===== config.mk =====
export PLATFORM = sky130hd
export DESIGN_NAME = array_port_arbiter_flat
export DESIGN_NICKNAME = d
export VERILOG_FILES = /design/src/rtl/array_port_arbiter_if.sv /design/src/rtl/array_port_arbiter.sv /design/src/flat_wrapper.sv
export SDC_FILE = /design/constraint.sdc
export NUM_CORES = 1
export LEC_CHECK = 0
export CAP_MARGIN = 10
export CELL_PAD_IN_SITES_DETAIL_PLACEMENT = 0
export CELL_PAD_IN_SITES_GLOBAL_PLACEMENT = 1
export CORE_UTILIZATION = 36
export DETAILED_ROUTE_END_ITERATION = 16
export MAX_ROUTING_LAYER = met4
export PLACE_DENSITY_LB_ADDON = 0.1
export SLEW_MARGIN = 20
export SYNTH_ARGS = -nofsm -noshare
export SYNTH_HDL_FRONTEND = slang
export SYNTH_SLANG_ARGS = --single-unit

===== constraint.sdc =====
create_clock -name clk -period 3.7 [get_ports clk]
set_input_delay 0.74 -clock clk [delete_from_list [all_inputs] [get_ports clk]]
set_output_delay 0.74 -clock clk [all_outputs]
set_load 0.02 [all_outputs]

===== src/rtl/array_port_arbiter_if.sv =====
// rtl/array_port_arbiter_if.sv - read/write stream and array port bundle for the array port arbiter
interface array_port_arbiter_if #(
  parameter int ADDR_N = 4,
  parameter int DATA_N = 32
);
  logic [ADDR_N-1:0] ra;
  logic              ra_valid;
  logic              ra_ready;
  logic [ADDR_N-1:0] wa;
  logic              wa_valid;
  logic              wa_ready;
  logic [DATA_N-1:0] w;
  logic              w_valid;
  logic              w_ready;
  logic [DATA_N-1:0] rd;
  logic              rd_valid;
  logic              rd_ready;
  logic [ADDR_N-1:0] arr_addr;
  logic              arr_we;
  logic [DATA_N-1:0] arr_wdata;
  logic [DATA_N-1:0] arr_rdata;

  // Arbiter side: consumes request streams and the array read port, drives the array.
  modport slave (
    input  ra, ra_valid, wa, wa_valid, w, w_valid, rd_ready, arr_rdata,
    output ra_ready, wa_ready, w_ready, rd, rd_valid, arr_addr, arr_we, arr_wdata
  );

  // Compute/array side: produces requests, consumes read data and array commands.
  modport master (
    output ra, ra_valid, wa, wa_valid, w, w_valid, rd_ready, arr_rdata,
    input  ra_ready, wa_ready, w_ready, rd, rd_valid, arr_addr, arr_we, arr_wdata
  );
endinterface


===== src/rtl/array_port_arbiter.sv =====
// rtl/array_port_arbiter.sv - round-robin sharing of a single-port array between a read and a write stream
module array_port_arbiter #(
  parameter int ADDR_N = 4,
  parameter int DATA_N = 32
) (
  input  logic                clk,
  input  logic                rst,
  array_port_arbiter_if.slave bus
);
  logic              last_w;      // 1: last grant went to the write stream
  logic              inflight;    // a read was issued last cycle; arr_rdata is valid now
  logic [DATA_N-1:0] buf_q [2];
  logic              head;
  logic [1:0]        count;
  logic [ADDR_N-1:0] addr_q;
  logic [DATA_N-1:0] wdata_q;

  logic       pop;
  logic       push;
  logic [1:0] occupancy;
  logic       credit;
  logic       wreq;
  logic       rreq;
  logic       grant_w;
  logic       grant_r;
  logic       tail;

  // Request qualification and one-hot grant; nothing is granted while reset is held.
  always_comb begin
    pop       = (count != 2'd0) && bus.rd_ready;
    push      = inflight;
    tail      = head ^ count[0];
    // Reads already issued or buffered, minus the one leaving this cycle.
    occupancy = {1'b0, inflight} + count - {1'b0, pop};
    credit    = (occupancy < 2'd2);
    wreq      = !rst && bus.wa_valid && bus.w_valid;
    rreq      = !rst && bus.ra_valid && credit;
    grant_w   = wreq && (!rreq || !last_w);
    grant_r   = rreq && !grant_w;
  end

  assign bus.wa_ready  = grant_w;
  assign bus.w_ready   = grant_w;
  assign bus.ra_ready  = grant_r;
  assign bus.arr_we    = grant_w;
  assign bus.arr_addr  = grant_w ? bus.wa : (grant_r ? bus.ra : addr_q);
  assign bus.arr_wdata = grant_w ? bus.w : wdata_q;
  assign bus.rd        = buf_q[head];
  assign bus.rd_valid  = (count != 2'd0);

  // Arbitration history, held array command, in-flight tracking and buffer pointers.
  always_ff @(posedge clk or posedge rst) begin
    if (rst) begin
      last_w   <= 1'b0;
      inflight <= 1'b0;
      head     <= 1'b0;
      count    <= 2'd0;
      addr_q   <= '0;
      wdata_q  <= '0;
    end else begin
      if (grant_w) begin
        last_w  <= 1'b1;
        addr_q  <= bus.wa;
        wdata_q <= bus.w;
      end else if (grant_r) begin
        last_w <= 1'b0;
        addr_q <= bus.ra;
      end
      inflight <= grant_r;
      head     <= head ^ pop;
      count    <= count + {1'b0, push} - {1'b0, pop};
    end
  end

  // Read data storage; contents are don't-care while count says the slot is empty.
  always_ff @(posedge clk) begin
    if (push) begin
      buf_q[tail] <= bus.arr_rdata;
    end
  end
endmodule


===== src/flat_wrapper.sv =====
// flat-port wrapper written by rule: the top's interface ports become plain ports
module array_port_arbiter_flat 
#(
  parameter int ADDR_N = 4,
  parameter int DATA_N = 32
)
  (clk, rst, bus_ra, bus_ra_valid, bus_wa, bus_wa_valid, bus_w, bus_w_valid, bus_rd_ready, bus_arr_rdata, bus_ra_ready, bus_wa_ready, bus_w_ready, bus_rd, bus_rd_valid, bus_arr_addr, bus_arr_we, bus_arr_wdata);
  array_port_arbiter_if #(.ADDR_N(ADDR_N), .DATA_N(DATA_N)) bus_i ();
  input  logic clk;
  input  logic rst;
  input wire logic [$bits(bus_i.ra)-1:0] bus_ra;
  input wire logic [$bits(bus_i.ra_valid)-1:0] bus_ra_valid;
  input wire logic [$bits(bus_i.wa)-1:0] bus_wa;
  input wire logic [$bits(bus_i.wa_valid)-1:0] bus_wa_valid;
  input wire logic [$bits(bus_i.w)-1:0] bus_w;
  input wire logic [$bits(bus_i.w_valid)-1:0] bus_w_valid;
  input wire logic [$bits(bus_i.rd_ready)-1:0] bus_rd_ready;
  input wire logic [$bits(bus_i.arr_rdata)-1:0] bus_arr_rdata;
  output wire logic [$bits(bus_i.ra_ready)-1:0] bus_ra_ready;
  output wire logic [$bits(bus_i.wa_ready)-1:0] bus_wa_ready;
  output wire logic [$bits(bus_i.w_ready)-1:0] bus_w_ready;
  output wire logic [$bits(bus_i.rd)-1:0] bus_rd;
  output wire logic [$bits(bus_i.rd_valid)-1:0] bus_rd_valid;
  output wire logic [$bits(bus_i.arr_addr)-1:0] bus_arr_addr;
  output wire logic [$bits(bus_i.arr_we)-1:0] bus_arr_we;
  output wire logic [$bits(bus_i.arr_wdata)-1:0] bus_arr_wdata;
  assign bus_i.ra = bus_ra;
  assign bus_i.ra_valid = bus_ra_valid;
  assign bus_i.wa = bus_wa;
  assign bus_i.wa_valid = bus_wa_valid;
  assign bus_i.w = bus_w;
  assign bus_i.w_valid = bus_w_valid;
  assign bus_i.rd_ready = bus_rd_ready;
  assign bus_i.arr_rdata = bus_arr_rdata;
  assign bus_ra_ready = bus_i.ra_ready;
  assign bus_wa_ready = bus_i.wa_ready;
  assign bus_w_ready = bus_i.w_ready;
  assign bus_rd = bus_i.rd;
  assign bus_rd_valid = bus_i.rd_valid;
  assign bus_arr_addr = bus_i.arr_addr;
  assign bus_arr_we = bus_i.arr_we;
  assign bus_arr_wdata = bus_i.arr_wdata;
  array_port_arbiter #(.ADDR_N(ADDR_N), .DATA_N(DATA_N)) u_core (.clk(clk), .rst(rst), .bus(bus_i));
endmodule

==> impl_metrics.toml, run 1 <==
[pwr]
peakVddDrop_uv = 351.5
leakagePower_nw = 2.440
powerDensity_nw_per_um2 = 717.6

[clock_network]
numCtsBuffers = 9
clk_pin_slew_ns = 0.10
ctsHoldBuffers = 0
cts_buffer_depth = 2
clock_latency_ns = 0.36
cts_tree = "yes"
cts.sinks = 105
cts_htree_levels = 3
cts_root_buf = "clkbuf_8"

[final_layout]
final_cell_mix = "clkdlybuf4s50_1, edfxtp_1, dfrtp_1"
final_common_cell = "clkdlybuf4s50_1"
syn_to_final_growth_pct = 53.95
drive_gt1_frac = 0.3673
final_area_um2 = 6137
antenna_cells = 0
fin_nets = 467

[logic_synthesis]
synth_top_area_share = 0.4821
yosys-top-cells-area = "edfxtp_1, dfrtp_1, mux2_2"
netlist_area_um2 = 3986
synthCells = 214
ys_warn_count = 0
yosys.area.top_type = "edfxtp_1"
synth.avg_cell_area_um2 = 18.63
synth_seq_cells = 105
ys_seq_area_frac = 0.7395
ys_types = 23
synthesis.nets = 294

[route]
drtPass1Iterations = 4
drt-initial-drc-count = 81
wirelength_mm = 8.707
viasPerCell = 4.549
wire_per_inst_um = 16.37
final_antenna_net_count = 0
drc = 0
vias = 2420

[timing]
finClkSkew_ns = 0.01448
relSlewSlack = 0.3761
setup_ws_ns = 0.03534
hold_violations = 0
tns_ns = 0
maxSlewViolCount = 0
rsz0062_at_grt = "yes"
period_share = 0.9904
finalSetupViolCount = 0
clock.fmax_mhz = 272.9
tightest_slew_ns = 0.9336
holdWs_ns = 0.5034
period_needed_ns = 3.665

[setup_path]
slowest_stage = "a222oi_1"
cp_top_family = "buffers and inverters"
crit_path_end_kind = "output pin"
crit_path_start_kind = "input port"
r2r_start = "u_core.count[1]"
critPathArrivalTime_ns = 2.92
critPathLaunch = "bus_rd_ready"
required_ns = 2.96
crit_path_cell_trace = "dlygate4sd2_1, and2_4, ha_4, inv_2, ha_4, xnor3_2, a31oi_4, buf_6, buf_6, buf_16, a222oi_1, buf_4"
crit_buf_inv = 6
critical_path.max_fanout = 7
crit_type = "input port to output pin"
max_stage_delay_ns = 0.34

[die]
die_w_um = 107.2
die_y_um = 107.2
rows = 38
start_util = 0.3693
dieArea_um2 = 11500
core_um2 = 10790
pin_count = 151

[place]
io_buffer_count = 150
placed_cell_area_um2 = 5702
gp_congestion = 0.7254
preCtsSetupSlack_ns = -0.5294
dp_hpwl_mm = 5.704

[grt]
globalRouteTotalUtil = 0.1626
overflow = 0
grt_max_degree = 37
grt_pass1_vias = 2585
grt_pass1_wl_mm = 13.53
antenna_found_initial = 0

[min_path]
min_path_type = "register to register"
min_from = "u_core.wdata_q[13]"

[run]
maxCapViolations = 0

[run_status]
status = "finished clean"
[cell families after synthesis]
group	share of synthesized area
XOR/XNOR	0.01036
buffers and inverters	0.03107
flip-flops	0.7395
AND/OR/NAND/NOR	0.01067
adder cells (fa/ha/maj)	0.006276
multiplexers	0.1808
AO/OA/AOI/OAI	0.02135
[area by class of cell]
cell class | count | area (um^2)
clock buffer | 10 | 127.6
clock inverter | 6 | 95.09
inverter | 16 | 60.06
timing repair buffer | 171 | 1689
fill | 926 | 4656
multi-input combinational | 84 | 1042
sequential | 105 | 2948
tap | 140 | 175.2
[report_power, final]
part           internal [mW]  switching [mW]  total (mW)  leakage [nW]
combinational           1.01           0.943        1.95          1.27
clock                  0.390           0.400       0.790         0.112
sequential              1.57          0.0908        1.66          1.06
[final timing paths]
path,end,slack [ns],depth (start not counted)
max,bus_arr_addr[2],0.04,12
min,u_core.wdata_q[13],0.50,1
max reg2reg,u_core.addr_q[2],1.12,10
min reg2reg,u_core.wdata_q[13],0.50,1
max in group asynchronous,u_core.wdata_q[22],2.33,3
min in group asynchronous,u_core.count[0],0.65,2
[state kept, by name, indices dropped and copies added (netlist names)]
register and count:
u_core.wdata_q 32, u_core.addr_q 4, u_core.count 2, u_core.head 1
u_core.last_w 1, u_core.inflight 1, u_core.buf_q 64
[worst register-to-register path: cells and delay by family, from the launching register on]
| kind | cells | cell delay, ns |
|---|---|---|
| xor+xnor | 1 | 0.27 |
| buf+inv | 3 | 0.38 |
| flops | 1 | 0.39 |
| compound gates | 2 | 0.65 |
| fa+ha+maj | 2 | 0.39 |
| simple gates | 2 | 0.40 |
[per-stage QoR]
stage / utilization / total power, mW / std cells
global route: 0.5686 / 4.616 / 532
finish: 0.5686 / 4.404 / 532
floorplan: - / 2.684 / 214
CTS: 0.5648 / 4.395 / 531
global placement: 0.5283 / 3.519 / 506
detailed placement: 0.5283 / 3.534 / 506
[repair_timing]
action                     in CTS  in global routing
setup buffers                   7                  2
cloned                          3                  0
resized for setup             203                 30
pin swaps                       6                  6
setup endpoints to repair      40                 39
[synth_stat cells]
cell type  number
edfxtp_1       64
mux2_2         62
dfrtp_1        41
inv_1          16
a222oi_1        4
buf_6           3
and2_1          2
buf_1           2
buf_4           2
clkbuf_1        2
ha_1            2
mux2_1          2
nor2b_1         2
a21boi_0        1
a31oi_1         1
a31oi_4         1
nand3b_1        1
nor2_1          1
o211a_1         1
or2_2           1
xnor2_1         1
xnor3_2         1
xor2_1          1
[routing by layer]
metal	part of all wire	track usage
met5	0	-
met4	0.012	0.05871
met3	0.078	0.04377
met2	0.50	0.2631
met1	0.41	0.1960
No activity file was read; power rests on OpenSTA's default activity.
==> run 2, diff against run 1 <==
==> constraint.sdc (replaced) <==
create_clock -name clk -period 3.7 [get_ports clk]
set_input_delay 0.37 -clock clk [delete_from_list [all_inputs] [get_ports clk]]
set_output_delay 0.37 -clock clk [all_outputs]
set_load 0.02 [all_outputs]
==> run 2 against run 1 <==
Final area shrank 4.3%. Clock skew shrank 0.0066 ns. Final cell count shrank 3.2%. Critical path depth shrank 2. Core utilization shrank 2.4 points. Register-to-register slack lost 0.05 ns. Global-route usage shrank 0.77 points. Sequential power is essentially flat. Critical path type is now register to output pin.
==> impl_metrics.toml, run 2 (synthesis gave the netlist of run 1 again) <==
[die]
die_y_um = 107.2
dieArea_um2 = 11500
rows = 38
start_util = 0.3693
die_w_um = 107.2
pin_count = 151
core_um2 = 10790

[setup_path]
crit_type = "register to output pin"
crit_path_start_kind = "register"
path_common_cell = "ha_1"
slowest_stage = "dfrtp_1"
critical_path.max_fanout = 19
crit_path_cell_trace = "or2_2, and2_1, ha_1, inv_1, ha_1, xnor3_2, a31oi_4, clkbuf_16, mux2_2, dlygate4sd2_1"
cp_top_family = "buffers and inverters"
critPathArrivalTime_ns = 3.20
crit_path_end_kind = "output pin"
crit_buf_inv = 3
max_stage_delay_ns = 0.42
required_ns = 3.33

[timing]
maxSlewViolCount = 0
tightest_slew_ns = 0.9856
finClkSkew_ns = 0.007875
hold_violations = 0
tns_ns = 0
period_needed_ns = 3.570
rsz0062_at_grt = "no"
period_share = 0.9648
finalSetupViolCount = 0
relSlewSlack = 0.3414
holdWs_ns = 0.2726
clock.fmax_mhz = 280.1

[final_layout]
fin_util = 0.5444
fin_nets = 451
antenna_cells = 0
final_common_cell = "clkdlybuf4s50_1"
drive_gt1_frac = 0.2267
fill_cells = 956
largest_reg_flops = 64
reg_top3 = "u_core.buf_q (64), u_core.wdata_q (32), u_core.addr_q (4)"
final_cell_mix = "clkdlybuf4s50_1, edfxtp_1, mux2_2"
largest-register = "u_core.buf_q"
syn_to_final_growth_pct = 47.39
final_cells = 515

[pwr]
leakagePower_nw = 2.242
combPwrFrac = 0.410
p_sw_frac = 0.3230
power.switching_mw = 1.352
pwr-share-clk = 0.196
peakVddDrop_uv = 334.1
seqPwrFrac = 0.394
powerDensity_nw_per_um2 = 712.6
power_mw = 4.187
power.internal_mw = 2.834

[place]
dp_hpwl_mm = 5.640
gp_congestion = 0.7321
dp.cells = 499
io_buffer_count = 150

[clock_network]
cts_root_buf = "clkbuf_8"
numCtsBuffers = 9
cts.sinks = 105
cts_tree = "yes"
post-cts-setup-buffers = 0
clock_latency_ns = 0.36
clk_pin_slew_ns = 0.09
cts_htree_levels = 3
ctsHoldBuffers = 0
cts_buffer_depth = 2

[grt]
grt_max_degree = 40
grt_pass1_vias = 2517
globalRouteTotalUtil = 0.1548
antenna_found_initial = 0
overflow = 0
grt_pass1_wl_mm = 12.82

[route]
final_antenna_net_count = 0
vias = 2383
wirelength_mm = 8.290
drc = 0
drtPass1Iterations = 5
drt-initial-drc-count = 85
wire_per_inst_um = 16.10
viasPerCell = 4.627

[run]
maxCapViolations = 0

[run_status]
status = "finished clean"

[min_path]
min_path_type = "input port to asynchronous set/reset pin"
run 2: power by group through the flow:
stage,clock [mW],sequential (mW),combinational (mW)
after floorplan,0,1.65,1.03
after global placement,0,1.66,1.82
after detailed placement,0,1.68,1.83
after CTS,0.847,1.65,1.73
after global routing,0.887,1.68,1.83
final,0.821,1.65,1.72
run 2: cell type report:
| type | count | area (um^2) | area share |
|---|---|---|---|
| clock inverters | 5 | 105.1 | 0.01789 |
| clock buffers | 10 | 127.6 | 0.02172 |
| well taps | 140 | 175.2 | 0.02981 |
| flip-flops and latches | 105 | 2948 | 0.5017 |
| repair buffers | 155 | 1538 | 0.2617 |
| inverters | 16 | 60.06 | 0.01022 |
| multi-input cells | 84 | 922.1 | 0.1569 |
run 2: final timing paths:
check	start	to	slack (ns)	cells after the start
max in group asynchronous	rst	u_core.wdata_q[16]	2.70	3
min in group clk	u_core.wdata_q[30]	u_core.wdata_q[30]	0.48	1
setup reg to reg	u_core.count[0]	u_core.wdata_q[28]	1.07	9
hold reg to reg	u_core.wdata_q[30]	u_core.wdata_q[30]	0.48	1
hold / removal	rst	u_core.last_w	0.27	2
setup / recovery	u_core.count[0]	bus_arr_wdata[10]	0.13	10
run 2: repair_timing:
action / CTS / global route
resized for setup: 36 / 13
pin swaps: 0 / 1
endpoints found under the setup margin: 36 / 31
gates cloned: 0 / 1
run 2: per-stage QoR:
| stage | area [um^2] | setup slack [ns] |
|---|---|---|
| floorplan | 3986 | 0.6538 |
| global placement | 5649 | 0.2254 |
| detailed placement | 5649 | 0.2031 |
| CTS | 5837 | 0.06530 |
| global route | 5876 | 0.001033 |
| finish | 5876 | 0.1301 |
run 2: metal layers:
metal  global-route usage  wire length (um)
met5                    -                 0
met4              0.08023               214
met3              0.03830               569
met2               0.2378              3911
met1               0.1899              3594
run 2: worst reg2reg max path: stages, from the launching register on:
cell	delay, ns
dfrtp_1	0.42
or2_2	0.29
and2_1	0.18
ha_1	0.27
inv_1	0.05
ha_1	0.14
xnor3_2	0.32
a31oi_4	0.25
clkbuf_16	0.24
mux2_2	0.36
==> run 3, diff against run 2 <==
--- a/config.mk
+++ b/config.mk
@@ -8,8 +8,10 @@
 export CAP_MARGIN = 10
 export CELL_PAD_IN_SITES_DETAIL_PLACEMENT = 0
 export CELL_PAD_IN_SITES_GLOBAL_PLACEMENT = 1
+export CORE_ASPECT_RATIO = 1.5
 export CORE_UTILIZATION = 36
 export DETAILED_ROUTE_END_ITERATION = 16
+export GPL_ROUTABILITY_DRIVEN = 0
 export MAX_ROUTING_LAYER = met4
 export PLACE_DENSITY_LB_ADDON = 0.1
 export SLEW_MARGIN = 20
==> constraint.sdc (replaced) <==
create_clock -name clk -period 3.7 [get_ports clk]
set_input_delay 0.555 -clock clk [delete_from_list [all_inputs] [get_ports clk]]
set_output_delay 0.555 -clock clk [all_outputs]
set_load 0.02 [all_outputs]
==> run 3 against run 2 <==
Critical path type unchanged. Highest routed layer unchanged. Hold slack gained 0.21 ns. Non-clock buffer count grew 6. Global-route usage grew 0.23 points. Final cell count grew 1.9%. Maximum frequency shrank 1.2%. Sequential cell count is the same. Clock power grew 7.4%. Sequential share of layout area grew 0.16 points. Clock-buffer cell count shrank 1. Wire length grew 0.29%.
==> impl_metrics.toml, run 3 (synthesis gave the netlist of run 1 again) <==
[run_status]
status = "finished clean"

[min_path]
min_to = "u_core.wdata_q[26]"
min_from = "u_core.wdata_q[26]"
hold_depth = 1
min_path_type = "register to register"

[place]
io_buffer_count = 150
dp_hpwl_mm = 5.737
dp.cells = 506
preCtsSetupSlack_ns = -0.1640

[timing]
setup_ws_ns = 0.08727
relSlewSlack = 0.3733
period_needed_ns = 3.613
clock.fmax_mhz = 276.8
period_share = 0.9764
finalSetupViolCount = 0
tns_ns = 0
hold_violations = 0
tightest_slew_ns = 0.9379
maxSlewViolCount = 0
finClkSkew_ns = 0.007119
rsz0062_at_grt = "yes"

[clock_network]
cts_buffer_depth = 2
clk_pin_slew_ns = 0.07
ctsHoldBuffers = 0
cts_root_buf = "clkbuf_16"
cts.sinks = 105
numCtsBuffers = 9
cts_tree = "yes"
clock_latency_ns = 0.34
cts_htree_levels = 3

[setup_path]
r2r_start = "u_core.count[1]"
crit_path_end_kind = "output pin"
r2r_cells = 9
required_ns = 3.14
rr_endpoint = "u_core.wdata_q[5]"
r2r_slack_ns = 1.10
critPathArrivalTime_ns = 3.06
critical_path.max_fanout = 12
crit_type = "register to output pin"
crit_path_start_kind = "register"

[grt]
overflow = 0
grt_pass1_vias = 2664
grt_pass1_wl_mm = 12.84
antenna_found_initial = 0
globalRouteTotalUtil = 0.1572
grt_max_degree = 42

[route]
wirelength_mm = 8.314
final_antenna_net_count = 0
wire_per_inst_um = 15.84
vias = 2431
drtPass1Iterations = 4
drt-initial-drc-count = 56
viasPerCell = 4.630
drc = 0

[final_layout]
final_cells = 525
syn_to_final_growth_pct = 46.92
largest_reg_flops = 64
antenna_cells = 0
reg_top3 = "u_core.buf_q (64), u_core.wdata_q (32), u_core.addr_q (4)"
final_cell_mix = "clkdlybuf4s50_1, edfxtp_1, mux2_2"
fin_util = 0.5501
fin_nets = 457
final_common_cell = "clkdlybuf4s50_1"
drive_gt1_frac = 0.3307
largest-register = "u_core.buf_q"

[die]
core_um2 = 10650
die_y_um = 130.9
rows = 46
die_w_um = 87.92
dieArea_um2 = 11510
start_util = 0.3744
pin_count = 151

[pwr]
leakagePower_nw = 2.320
powerDensity_nw_per_um2 = 730.3
peakVddDrop_uv = 284.9
power_mw = 4.278

[run]
maxCapViolations = 0
run 3: cell types whose count changed in the layout (fill, tap and decap cells not counted), moves of 6 or more:
cell	previous run	this run
dlygate4sd2_1	24	0
clkbuf_2	0	22
buf_2	0	6
clkbuf_8	9	0
clkdlybuf4s15_1	11	1
buf_4	3	14
clkbuf_16	1	9
run 3: what timing repair did:
item                       4_1_cts  5_1_grt
gates cloned                     1        0
buffers inserted                 3        1
setup endpoints to repair       36       39
pin swaps                        0        4
resized for setup               79       59
run 3: per-layer routing:
layer	GRT usage	wire, um	up-vias
li1	-	-	1114
met1	0.1567	3075	1210
met2	0.2832	4549	94
met3	0.03015	469	13
met4	0.08679	220	0
met5	-	0	-
run 3: metrics by stage:
| stage | cell area (um^2) | hold WS [ns] |
|---|---|---|
| 2_1_floorplan | 3986 | 0.5128 |
| 3_3_place_gp | 5677 | 0.4690 |
| 3_5_place_dp | 5677 | 0.4696 |
| 4_1_cts | 5929 | 0.4824 |
| 5_1_grt | 5857 | 0.5009 |
| 6_report | 5857 | 0.4818 |
run 3: how the worst max path moves through the flow:
stage	startpoint	depth (start not counted)	end
floorplan	u_core.count[1]	9	bus_arr_addr[0]
global placement	bus_rd_ready	10	bus_arr_addr[3]
detailed placement	bus_rd_ready	9	bus_arr_addr[3]
CTS	u_core.count[1]	11	bus_arr_wdata[5]
global route	u_core.count[1]	10	bus_arr_wdata[30]
finish	u_core.count[1]	10	bus_arr_wdata[30]
run 3: power by group:
group	switching [mW]	total, mW	internal (mW)	leakage, nW
clock network	0.422	0.882	0.461	0.126
registers	0.0811	1.65	1.57	1.06
logic	0.907	1.74	0.835	1.13
run 3: layout make-up:
cell class                      instances  area, um^2
Clock buffer                            9       225.2
Multi-Input combinational cell         84       937.1
Fill cell                             933        4791
Sequential cell                       105        2948
Timing Repair Buffer                  161        1455
Tap cell                              144       180.2
Clock inverter                          6       51.30
Inverter                               16       60.06
run 3: critical path, cell delays in order, from the launching register on:
cell	delay, ns
dfrtp_1	0.39
or2_2	0.32
and2_1	0.18
ha_1	0.26
inv_1	0.06
ha_1	0.14
xnor3_2	0.30
a31oi_4	0.24
buf_6	0.19
mux2_1	0.35
clkdlybuf4s15_1	0.30
